**src/rtl/fft_comm_pkg.sv**
```systemverilog
// Shared constants and lane-pair mapping for the 4-lane FFT commutators.
package fft_comm_pkg;

  localparam int NUM_LANES  = 4;
  localparam int NUM_PAIRS  = NUM_LANES / 2;
  localparam int PAIR_ADJ   = 0;
  localparam int PAIR_SPLIT = 1;

  // Lower lane of a pair: delayed on the input side.
  function automatic int lane_a(int pair, int pairing);
    return (pairing == PAIR_SPLIT) ? pair : 2 * pair;
  endfunction

  // Upper lane of a pair: delayed on the output side.
  function automatic int lane_b(int pair, int pairing);
    return (pairing == PAIR_SPLIT) ? pair + NUM_PAIRS : 2 * pair + 1;
  endfunction

endpackage

```
**src/rtl/delay_line_en.sv**
```systemverilog
// NB-wide, DEPTH-deep shift register; advances only when en is high.
module delay_line_en #(
  parameter int NB    = 16,
  parameter int DEPTH = 1
) (
  input  logic          clk,
  input  logic          reset,
  input  logic          en,
  input  logic [NB-1:0] d,
  output logic [NB-1:0] q
);

  logic [NB-1:0] stage_q [DEPTH];

  always_ff @(posedge clk) begin
    if (reset) begin
      // NOTE: storage is a flop chain, so clearing every stage on reset is cheap and
      // keeps stale samples from a previous run out of the first frame.
      for (int i = 0; i < DEPTH; i++) stage_q[i] <= '0;
    end else if (en) begin
      // NOTE: non-blocking assignments let every stage shift by exactly one per beat.
      stage_q[0] <= d;
      for (int i = 1; i < DEPTH; i++) stage_q[i] <= stage_q[i-1];
    end
  end

  assign q = stage_q[DEPTH-1];

endmodule

```
**src/rtl/commutator_gen.sv**
```systemverilog
// 4-lane delay-switch-delay commutator: lane a delayed D beats, 2x2 swap on sel,
// lane b delayed D beats; beat counter, priming, bypass latch and output registers.
module commutator_gen
  import fft_comm_pkg::*;
#(
  parameter int NB      = 16,
  parameter int LOG2D   = 0,
  parameter int PAIRING = PAIR_ADJ
) (
  input  logic                    clk,
  input  logic                    reset,
  input  logic                    in_valid,
  input  logic                    start,
  input  logic                    bypass,
  input  logic [NUM_LANES*NB-1:0] in_data,
  output logic                    out_valid,
  output logic                    out_start,
  output logic [NUM_LANES*NB-1:0] out_data
);

  localparam int D  = 1 << LOG2D;
  localparam int NW = LOG2D + 1;
  localparam int PW = LOG2D + 2;

  logic [NW-1:0]           n_q, n_d, n_cur;
  logic [PW-1:0]           prime_q, prime_d, prime_cur;
  logic                    active_q, active_d, bypass_q, bypass_d;
  logic                    out_valid_q, out_valid_d, out_start_q, out_start_d;
  logic [NUM_LANES*NB-1:0] out_data_q, out_data_d, y_word;
  logic                    start_beat, act_cur, byp_cur, sel;
  logic [NB-1:0]           y_a [NUM_PAIRS];
  logic [NB-1:0]           y_b [NUM_PAIRS];

  // The start beat itself is n=0 and already uses the bypass value sampled with it.
  always_comb begin
    start_beat = in_valid & start;
    n_cur      = start_beat ? '0 : n_q;
    prime_cur  = start_beat ? '0 : prime_q;
    act_cur    = start_beat | active_q;
    byp_cur    = start_beat ? bypass : bypass_q;
    sel        = n_cur[LOG2D] & ~byp_cur;
  end

  for (genvar p = 0; p < NUM_PAIRS; p++) begin : g_pair
    localparam int LA = lane_a(p, PAIRING);
    localparam int LB = lane_b(p, PAIRING);
    logic [NB-1:0] x_a, x_b, x_a_dly, z_b;

    assign x_a = in_data[LA*NB +: NB];
    assign x_b = in_data[LB*NB +: NB];

    delay_line_en #(.NB(NB), .DEPTH(D)) u_dly_in (
      .clk(clk), .reset(reset), .en(in_valid), .d(x_a), .q(x_a_dly)
    );

    assign y_a[p] = sel ? x_b : x_a_dly;
    assign z_b    = sel ? x_a_dly : x_b;

    delay_line_en #(.NB(NB), .DEPTH(D)) u_dly_out (
      .clk(clk), .reset(reset), .en(in_valid), .d(z_b), .q(y_b[p])
    );
  end

  always_comb begin
    y_word = '0;
    for (int p = 0; p < NUM_PAIRS; p++) begin
      y_word[lane_a(p, PAIRING)*NB +: NB] = y_a[p];
      y_word[lane_b(p, PAIRING)*NB +: NB] = y_b[p];
    end
  end

  // Priming count saturates at D+1 so "== D" marks only the first valid output.
  always_comb begin
    // NOTE: defaults first; every path assigns every variable, so no latches appear.
    n_d         = n_q;
    prime_d     = prime_q;
    active_d    = active_q;
    bypass_d    = bypass_q;
    out_valid_d = 1'b0;
    out_start_d = 1'b0;
    out_data_d  = out_data_q;
    if (in_valid) begin
      n_d         = n_cur + NW'(1);
      prime_d     = (prime_cur > PW'(D)) ? prime_cur : prime_cur + PW'(1);
      active_d    = act_cur;
      bypass_d    = byp_cur;
      out_valid_d = act_cur & (prime_cur >= PW'(D));
      out_start_d = act_cur & (prime_cur == PW'(D));
      out_data_d  = y_word;
    end
  end

  always_ff @(posedge clk) begin
    if (reset) begin
      n_q         <= '0;
      prime_q     <= '0;
      active_q    <= 1'b0;
      bypass_q    <= 1'b0;
      out_valid_q <= 1'b0;
      out_start_q <= 1'b0;
      out_data_q  <= '0;
    end else begin
      n_q         <= n_d;
      prime_q     <= prime_d;
      active_q    <= active_d;
      bypass_q    <= bypass_d;
      out_valid_q <= out_valid_d;
      out_start_q <= out_start_d;
      out_data_q  <= out_data_d;
    end
  end

  assign out_valid = out_valid_q;
  assign out_start = out_start_q;
  assign out_data  = out_data_q;

endmodule

```
**config.mk**
```make
export PLATFORM = sky130hd
export DESIGN_NAME = commutator_gen
export DESIGN_NICKNAME = d
export VERILOG_FILES = /design/src/rtl/fft_comm_pkg.sv /design/src/rtl/delay_line_en.sv /design/src/rtl/commutator_gen.sv
export SDC_FILE = /design/constraint.sdc
export NUM_CORES = 1
export LEC_CHECK = 0
export BUFFER_PORTS_ARGS = -buffer_cell sky130_fd_sc_hd__buf_2
export CORE_ASPECT_RATIO = 0.5
export CORE_MARGIN = 8
export CORE_UTILIZATION = 27
export CTS_CLUSTER_SIZE = 40
export DETAILED_ROUTE_END_ITERATION = 8
export GPL_TIMING_DRIVEN = 0
export PLACE_DENSITY_LB_ADDON = 0.3
export SETUP_SLACK_MARGIN = 0.15
export SLEW_MARGIN = 10
export SYNTH_ARGS = -nofsm -noshare
export SYNTH_HDL_FRONTEND = slang
export SYNTH_SLANG_ARGS = --single-unit
export TNS_END_PERCENT = 20
```
**constraint.sdc**
```tcl
create_clock -name clk -period 6.3 [get_ports clk]
set_input_delay 0.945 -clock clk [delete_from_list [all_inputs] [get_ports clk]]
set_output_delay 0.945 -clock clk [all_outputs]
set_load 0.03 [all_outputs]
```
==> impl_results.md <==
* Post-CTS Setup Inserts at 0
* Starting Density at 0.276
* Compound-cell area share of the yosys netlist at 0.143
* Synth cell types at 25
* Max Slew Vio Count at 0
* Synth area leader: edfxtp_1
* Mux contribution to synthesized area at 0.0581
* Post-CTS resize count at 0
* Power share of the combinational group at 0.124
* Die H at 119 um
* Max FO, Critical Path at 50
* GPL Wtd Cong at 0.836
* Synth cell count leaders: nor2_1, dfxtp_1, edfxtp_1, nand3_1, o21ai_1
* First-pass GRT wire length at 28.1 mm
* Total GRT Usage at 0.139
* HP Class: reg2reg
* Startpoint Class: input pin
* Fmax at 456 MHz
* RSZ-0062 raised after global routing: no
* TritonCTS clock tree: done
* Simple-gate share of the synthesized area at 0.151
* Finish-stage setup viols at 0
* Area of the core at about 21000 um2
* TritonRoute pass-1 iters at 8
* Final standard cell area without fillers at around 7400 um2
* Final period util at 0.348
* Die X at ~220 um
* Slew Limit Headroom at 0.455
* Clock skew at ~14 ps
* # port buffers at between 100 and 150
* Setup Total Neg Slack at 0 ps
* Min Tclk post-route at 2190 ps
* Nets at roughly 760
* Critical path arrival at 2290 ps
* Worst-Skew Late Latency at about 430 ps
* Net Sw Frac at 0.270
* Status: completed
* Most numerous cell in the Yosys netlist: nor2_1
* Maximum vdd drop at 0.173 mV
* CP Class: in2reg
* Placed cell area at 6720 um2
* Layout cells sized above 1 at 0.294
* Clk pwr share at 0.447
* Flop pwr share at 0.429
* Initial DRC Count at around 550
* Yosys top cell area share at 0.338
* Sink Count at around 140
* Required time of the critical path at around 6400 ps
* Xor and xnor area share after synthesis at 0
* P_int at around 1.7 mW
* Vias in the first global route at between 4000 and 5000
* Area Growth Syn to Fin at 29.2%
* Ports at around 140
* Adder-cell share of the synthesized area at 0.00660
* Clock Path Buffers at 2
* Die area at approximately 26000 um2
* Synthesized area per cell at around 11 um2
* Synth warn at 0
* Largest cells by area after synthesis: edfxtp_1, dfxtp_1, mux2i_1
* MaxCap Viol Count at 0
* Drc violations at 0
* Post-synth ARST share at 0
* Inserted Clock Buffers at 17
* Total gr overflow at 0
* Clock root cell: clkbuf_16
* Initial antenna violation count at 3
* Largest family of logic cells by synthesized area: simple AND/OR/NAND/NOR gates
* Antenna viol nets, final at 0
* Clock Pin Slew Worst Setup and Hold Paths at 60 ps
* Cell Rows at 37
* Power per standard cell area at approximately 320 nW/um2
* Number of fill cells at between 2000 and 2500
* Drt wl/cell at ~19 um
* Via density at 4.82
* Drt total wl at roughly 18 mm
* Number of synthesized flops with an enable pin at 64
* HPWL Detailed at 14.0 mm
* Hold Violations, Final at 0
* Number of synthesized register bits at 135
* P_sw at 0.639 mW
* Pin count of the biggest net entering global routing at 51
* Least-Margin Pin Slew at between 800 and 900 ps
* Cells after Synth at 539
* CTS H-Tree Depth at 4
* Synthesized cell area at ~5700 um2
* Synth Net Count at between 600 and 700
* Post-CTS Hold Buffers at 0
* Leak at roughly 3.0 nW
* Worst setup EP type: register
* Post-synthesis sequential area ratio at 0.588
* Vias at 4711
* Synth Flop Type: dfxtp_1
==> cell usage in the layout (no fill, tap or decap) <==
master / instances
and2_1: 33
a211oi_1: 1
clkbuf_8: 1
clkinv_4: 5
mux2i_1: 33
a21oi_1: 33
bufinv_16: 3
inv_1: 2
edfxtp_1: 64
o21ai_0: 1
a311oi_1: 26
clkbuf_1: 20
nor2_1: 72
buf_2: 154
nor3_1: 1
buf_6: 5
nor2b_1: 1
clkbuf_16: 17
a311oi_2: 6
inv_8: 1
o21ai_1: 64
ha_1: 3
nand2_1: 5
buf_4: 7
buf_16: 1
diode_2: 1
inv_6: 4
dfxtp_1: 71
clkinvlp_4: 1
nand3_1: 64
and2_2: 1
nand2b_1: 2
or2_4: 1
and2b_1: 1
==> metrics by stage <==
stage | setup WS, ps | power [mW] | util | std cells | hold WS (ps)
6_report | 4110 | 2.36 | 0.357 | 978 | 481
5_1_grt | 4010 | 2.45 | 0.357 | 978 | 508
4_1_cts | 4110 | 2.38 | 0.357 | 977 | 478
3_5_place_dp | 3660 | 1.33 | 0.326 | 945 | 465
3_3_place_gp | 2970 | 1.32 | 0.325 | 944 | 453
2_1_floorplan | 3590 | 1.21 | - | 539 | 435
==> flip-flops by register name (all words and copies together) (netlist names) <==
signal / flops
out_data: 64
g_pair.u_dly_in.stage_q: 32
g_pair.u_dly_out.stage_q: 32
prime_q: 2
active_q: 1
bypass_q: 1
n_q: 1
out_start: 1
out_valid: 1
==> kinds of logic after synthesis <==
logic type	Yosys count
muxes	33
AOI/OAI and AO/OA	131
and+or+nand+nor	181
adders and majority gates	3
DFF	135
buffers and inverters	56
==> final timing paths <==
path,start,to,slack (ps),cells past startpoint
worst max register to register,bypass_q,g_pair[1].u_dly_out.stage_q[0][2],4530,5
worst min-delay path,prime_q[1],prime_q[1],480,2
worst min register to register,prime_q[1],prime_q[1],480,2
worst max-delay path,reset,g_pair[0].u_dly_in.stage_q[0][15],4110,4
==> power groups by stage <==
stage          clock (mW)  combinational [mW]  sequential [mW]
6_report             1.06               0.294             1.01
3_3_place_gp            0               0.289             1.03
2_1_floorplan           0               0.139             1.07
4_1_cts              1.07               0.295             1.01
5_1_grt              1.11               0.318             1.02
3_5_place_dp            0               0.294             1.03
==> layer usage <==
| metal | global-route usage | wire (um) | vias to the layer above |
|---|---|---|---|
| li1 | - | - | 2260 |
| met1 | 0.179 | 7970 | 2223 |
| met2 | 0.216 | 8440 | 194 |
| met3 | 0.0452 | 1580 | 30 |
| met4 | 0.0506 | 423 | 4 |
| met5 | 0 | 23 | - |
==> worst max-delay path: stages <==
cell and delay [ps]:
buf_2 200, clkbuf_1 440, or2_4 380, buf_16 300
==> layout make-up <==
type	instances	area (um2)	share of cell area
Timing Repair Buffer	133	688	0.0936
Clock buffer	18	439	0.0597
Tap cell	273	342	0.0465
Clock inverter	14	188	0.0255
Inverter	2	7.51	0.00102
Sequential cell	135	3340	0.455
Buffer	54	294	0.0400
Multi-Input combinational cell	348	2050	0.278
Antenna cell	1	2.50	0.000340
(Power assumes the default switching activity.)
